<file path="config.mk">
export PLATFORM = sky130hd
export DESIGN_NAME = bit_pattern_gen
export DESIGN_NICKNAME = d
export VERILOG_FILES = /design/src/rtl/bit_pattern_gen.sv
export SDC_FILE = /design/constraint.sdc
export NUM_CORES = 1
export LEC_CHECK = 0
export CAP_MARGIN = 20
export CORE_ASPECT_RATIO = 0.6
export CORE_MARGIN = 10
export CORE_UTILIZATION = 60
export DETAILED_ROUTE_END_ITERATION = 16
export PLACE_DENSITY = 0.84
export SKIP_LAST_GASP = 1
export SLEW_MARGIN = 20
export SYNTH_ARGS = -nofsm -noshare
export SYNTH_HDL_FRONTEND = slang
export SYNTH_SLANG_ARGS = --single-unit
</file>
<file path="constraint.sdc">
create_clock -name clk -period 7.3 [get_ports clk]
set_input_delay 1.825 -clock clk [delete_from_list [all_inputs] [get_ports clk]]
set_output_delay 1.825 -clock clk [all_outputs]
set_load 0.1 [all_outputs]
</file>
<file path="src/rtl/bit_pattern_gen.sv">
// bit_pattern_gen: multi-channel step/pulse/PRBS/clock bit source, one start/busy/done transaction per pattern.
// Latency: start sampled at edge t -> first RUN bit visible after edge t+1+dly; every output is registered.
// Backpressure: none; start is ignored outside IDLE. BIT_PATTERN_GEN_ERRINJ_EN adds single-cycle error injection.
module bit_pattern_gen #(
    parameter int                    N_CH       = 2,
    parameter int                    CNT_W      = 16,
    parameter int                    PRBS_ORDER = 7,
    parameter logic [PRBS_ORDER-1:0] SEED       = '1
) (
    input  logic             clk,
    input  logic             rst,
    input  logic             start,
    input  logic [2:0]       mode,
    input  logic [CNT_W-1:0] dly,
    input  logic [CNT_W-1:0] len,
    input  logic [N_CH-1:0]  ch_en,
`ifdef BIT_PATTERN_GEN_ERRINJ_EN
    input  logic             err_en,
    input  logic [CNT_W-1:0] err_idx,
`endif
    output logic             busy,
    output logic             done,
    output logic             valid,
    output logic [N_CH-1:0]  out
);

    generate
        if (!(PRBS_ORDER == 7 || PRBS_ORDER == 15)) begin : g_bad_order
            $error("bit_pattern_gen: PRBS_ORDER must be 7 or 15");
        end
        if (SEED == '0) begin : g_bad_seed
            $error("bit_pattern_gen: SEED must be nonzero");
        end
    endgenerate

    typedef enum logic [1:0] {S_IDLE, S_DELAY, S_RUN, S_DONE} state_t;

    localparam logic [2:0] M_STEP  = 3'd1;
    localparam logic [2:0] M_PULSE = 3'd2;
    localparam logic [2:0] M_PRBS  = 3'd3;
    localparam logic [2:0] M_CLK   = 3'd4;

    state_t                state_q, state_nxt;
    logic [2:0]            mode_q;
    logic [CNT_W-1:0]      dly_q, len_q, cnt_q;
    logic [N_CH-1:0]       ch_en_q;
    logic [PRBS_ORDER-1:0] lfsr_q;
    logic                  hold_q;
    logic                  accept, dly_last, run_last;
    logic [N_CH-1:0]       prbs_bits, pat, out_nxt;
    logic                  busy_nxt, done_nxt, valid_nxt;
`ifdef BIT_PATTERN_GEN_ERRINJ_EN
    logic                  err_en_q;
    logic [CNT_W-1:0]      err_idx_q;
`endif

    assign accept   = (state_q == S_IDLE) && start;
    assign dly_last = (cnt_q == dly_q - CNT_W'(1));
    assign run_last = (cnt_q == len_q - CNT_W'(1));

    always_ff @(posedge clk) begin
        if (rst) state_q <= S_IDLE;
        else     state_q <= state_nxt;
    end

    always_comb begin
        state_nxt = state_q;
        case (state_q)
            S_IDLE: begin
                if (start) begin
                    if (dly != '0)      state_nxt = S_DELAY;
                    else if (len != '0) state_nxt = S_RUN;
                    else                state_nxt = S_DONE;
                end
            end
            S_DELAY: if (dly_last) state_nxt = (len_q != '0) ? S_RUN : S_DONE;
            S_RUN:   if (run_last) state_nxt = S_DONE;
            S_DONE:  state_nxt = S_IDLE;
            default: state_nxt = S_IDLE;
        endcase
    end

    // cnt_q restarts from 0 on every state entry, so in RUN it is the RUN cycle index.
    always_ff @(posedge clk) begin
        if (rst) begin
            mode_q    <= '0;
            dly_q     <= '0;
            len_q     <= '0;
            cnt_q     <= '0;
            ch_en_q   <= '0;
            lfsr_q    <= SEED;
            hold_q    <= 1'b0;
`ifdef BIT_PATTERN_GEN_ERRINJ_EN
            err_en_q  <= 1'b0;
            err_idx_q <= '0;
`endif
        end else if (accept) begin
            mode_q    <= mode;
            dly_q     <= dly;
            len_q     <= len;
            ch_en_q   <= ch_en;
            cnt_q     <= '0;
            lfsr_q    <= SEED;
            hold_q    <= 1'b0;
`ifdef BIT_PATTERN_GEN_ERRINJ_EN
            err_en_q  <= err_en;
            err_idx_q <= err_idx;
`endif
        end else if (state_q == S_DELAY) begin
            cnt_q <= dly_last ? '0 : cnt_q + CNT_W'(1);
        end else if (state_q == S_RUN) begin
            cnt_q  <= run_last ? '0 : cnt_q + CNT_W'(1);
            lfsr_q <= {lfsr_q[PRBS_ORDER-2:0], lfsr_q[PRBS_ORDER-1] ^ lfsr_q[PRBS_ORDER-2]};
            if (mode_q == M_STEP) hold_q <= 1'b1;
        end
    end

    always_comb begin
        for (int k = 0; k < N_CH; k++) begin
            prbs_bits[k] = lfsr_q[PRBS_ORDER-1-(k % PRBS_ORDER)];
        end
        case (mode_q)
            M_STEP, M_PULSE: pat = '1;
            M_PRBS:          pat = prbs_bits;
            M_CLK:           pat = {N_CH{~cnt_q[0]}};
            default:         pat = '0;
        endcase
`ifdef BIT_PATTERN_GEN_ERRINJ_EN
        if (err_en_q && (cnt_q == err_idx_q)) pat = ~pat;
`endif
        busy_nxt  = (state_q == S_DELAY) || (state_q == S_RUN);
        valid_nxt = (state_q == S_RUN);
        done_nxt  = (state_q == S_DONE);
        // hold_q is cleared on accept, so it can only show in DONE and IDLE.
        if (state_q == S_RUN) out_nxt = pat & ch_en_q;
        else if (hold_q)      out_nxt = ch_en_q;
        else                  out_nxt = '0;
    end

    always_ff @(posedge clk) begin
        if (rst) begin
            busy  <= 1'b0;
            done  <= 1'b0;
            valid <= 1'b0;
            out   <= '0;
        end else begin
            busy  <= busy_nxt;
            done  <= done_nxt;
            valid <= valid_nxt;
            out   <= out_nxt;
        end
    end

endmodule

</file>
==> impl_results.md <==
- Post-synthesis compound-gate area fraction: around 14%
- Root Driver: clkbuf_8
- TritonCTS Buffers: 9
- CP required: roughly 5.5 ns
- Die area: 10360 µm²
- Die Span Y: 82.95 µm
- Post-Synth Adder-Cell Area: 2.526%
- Clk_lat worst skew: 0.35 ns
- Worst reg-to-reg path cell count: 10
- Global Route Usage Sum: 19.22%
- Clock-pin slew on the worst setup and hold paths: 0.07 ns
- Setup TNS: 0 ns
- Sequential-to-total area share from yosys stat: 34.35%
- LEAKAGE: about 1.7 nW
- Critical path type: reg2out
- Critical path depth in cells: 1
- Netlist cell types: 60
- CP max stage delay: approximately 1.1 ns
- Syn nets: 556
- Antenna diode count: 0
- Cell Rows: 22
- Gate power share: 41.8%
- Final HPWL from detailed placement: 7.707 mm
- Post-synthesis simple-gate area fraction: 29.74%
- CTS sink cnt: 68
- Final Core Density: about 73%
- Area growth syn-to-layout: 14.84%
- Critical path, cell by cell: clkdlybuf4s50_1
- CTS Buffer Depth: 2
- Outcome: finished clean
- Fillers: 495
- CTS tree: done
- Slew margin rel.: around a third
- Crit path DAT: 1.81 ns
- Instance area at placement: 4382 µm²
- Vias: 3703
- Post-route setup slack: 3.667 ns
- WL per Instance: 16.47 µm
- Clock network fraction of total power: around a fifth
- Vias in the first global route: 3485
- Asr flop ratio synth: 0%
- Ports: between 40 and 50
- Netlist Area Pre-Place: ~4000 µm²
- Postcts setup bufs: 0
- Routability cong.: 0.9156
- First-pass GRT wire length: between 15 and 20 mm
- Critical path's slowest cell: clkdlybuf4s50_1
- Period minus WS final: 3.633 ns
- Synth Instances: approximately 510
- Critical path launch point type: flop
- Share of cells above drive strength 1: 5.587%
- Nets: 581
- Global route overflow: 0
- Buf+Inv Stages, Crit Path: 1
- Post-place setup slack: 3.712 ns
- Sequential Power Share: 37.4%
- CP max FO: 1
- P_sw: roughly 0.00053 W
- Cts repair resizes: 0
- RSZ-0062 raised after global routing: false
- Initial antenna violation count: 0
- Crit share post-route: between 40% and 50%
- Main synth FF type: dfxtp_1
- CP endpoint kind: primary output
- First-pass DRT Iterations: 5
- Port Buffer Count: between 40 and 50
- Core Box Area: 6248 µm²
- Clock skew: 0.006550 ns
- Avg Inst Size Synth: ~7.8 µm²
- Post-route cell area: 4551 µm²
- Synth warnings: 0
- Synth Area in XOR/XNOR: 11.87%
- Max Freq: about 280 MHz
- Final WL: 10.23 mm
- Family with the most delay on the worst path: buffers and inverters
- H-Tree Depth: 3
- Pwr/cell area: 290.1 nW/µm²
- Number of synthesized register bits: 68
- WHS: 0.4645 ns
- Maximum vdd drop: roughly 0.21 mV
- Multiplexer share of the synthesized area: under 10%
- Setup-failing EPs final: 0
- Vias per cell: 5.963
- Switch share: 40.18%
- Initial drt markers: 433
- Drt drc: 0
- Worst Hold Class: reg2reg
- Routed Antenna Nets: 0
- Post-synth EDFFs: 0
- Fin. Hold Viols: 0
- Initial core utilization: a little under two thirds
- Fin. max-slew vios: 0
- Hold-fix buffers at CTS: 0
- Hold path depth: 2
- Die X: 124.9 µm
- Worst slew pin tran: roughly 0.99 ns
- Cell Int Power: between 0.0007 and 0.0008 W
- Main combinational cell family by area after synthesis: simple AND/OR/NAND/NOR gates
- Largest net degree at the start of global routing: 47
- Max-cap violations: 0
[cell usage after synthesis (all sizes together), types with 5 or more instances]
cell | count | area [µm²]
and3 | 8 | 50.05
or4 | 7 | 56.30
nand4 | 8 | 50.05
nand3b | 6 | 45.04
ha | 8 | 100.1
mux2i | 8 | 80.08
clkbuf | 24 | 90.09
xnor2 | 30 | 262.8
nor4 | 15 | 93.84
a21oi | 48 | 240.2
nand2b | 5 | 31.28
nand2 | 101 | 379.1
nor3 | 11 | 55.05
buf | 9 | 58.80
o31ai | 6 | 45.04
nor2b | 7 | 43.79
xor2 | 21 | 183.9
dfxtp | 68 | 1361
inv | 15 | 56.30
nor2 | 38 | 142.6
nand3 | 7 | 35.03
[cells by family (layout without fill, tap and decap cells)]
group | Yosys count | in the layout
buffers and inverters | 48 | 77
xor gates and xnor gates | 52 | 52
muxes | 9 | 9
AOI/OAI and AO/OA | 86 | 86
and+or+nand+nor | 237 | 237
adders and majority gates | 8 | 8
DFF | 68 | 68
[metal layers]
metal	track usage [%]	up-vias	share of wire (%)
li1	-	1808	-
met1	25.09	1720	48
met2	29.36	150	43
met3	5.457	25	6.8
met4	7.143	0	1.9
met5	0	-	0
[layout by cell type, fill, tap and decap left out, types with 3 or more instances in the layout]
master           count
or2_2                3
nor3_1              11
nand3_1              7
nor2_1              38
or4b_2               3
dfxtp_1             68
and3_1               8
o311ai_0             3
or3_1                3
a31oi_1              3
clkbuf_8            11
a211oi_1             3
nand2b_1             5
a21oi_1             48
or4_1                6
xor2_1              21
nand2_1            101
nor4_1              15
nand4_1              8
ha_1                 8
clkdlybuf4s50_1     44
buf_4                3
inv_1               15
nor2b_1              7
nand3b_1             6
o21ai_0              3
o31ai_1              6
nor4b_1              3
xnor2_1             30
mux2i_1              8
[sequential cells by signal (all words and copies together) (netlist names)]
register	flops
done	1
cnt_q	16
busy	1
mode_q	3
dly_q	16
lfsr_q	7
hold_q	1
ch_en_q	2
len_q	16
state_q	2
valid	1
out	2
[layout make-up]
| cell class | count | area, µm² | area share (%) |
|---|---|---|---|
| Clock buffer | 13 | 158.9 | 3.492 |
| Clock inverter | 2 | 10.01 | 0.2200 |
| Inverter | 15 | 56.30 | 1.237 |
| Multi-Input combinational cell | 392 | 2396 | 52.65 |
| Sequential cell | 68 | 1361 | 29.91 |
| Tap cell | 84 | 105.1 | 2.310 |
| Timing Repair Buffer | 47 | 462.9 | 10.17 |
[path summary, 6_finish.rpt]
kind / slack, ns / startpoint / endpoint
setup / recovery: 3.67 / busy / busy
hold / removal: 0.46 / ch_en_q[1] / ch_en_q[1]
setup reg to reg: 3.78 / len_q[0] / cnt_q[4]
hold reg to reg: 0.46 / ch_en_q[1] / ch_en_q[1]
[stage by stage]
stage / power, W / cells
6_report: 0.001320 / 621
5_1_grt: 0.001402 / 621
4_1_cts: 0.001316 / 621
3_5_place_dp: 0.001043 / 606
3_3_place_gp: 0.001020 / 606
2_1_floorplan: 0.0009108 / 508
[power by group through the flow]
stage	sequential [W]	combinational (W)	clock (W)
2_1_floorplan	0.000499	0.000412	0
3_3_place_gp	0.000494	0.000525	0
3_5_place_dp	0.000499	0.000544	0
4_1_cts	0.000491	0.000546	0.000279
5_1_grt	0.000501	0.000608	0.000293
6_report	0.000493	0.000552	0.000275
Power figures use the tool's default switching activity.
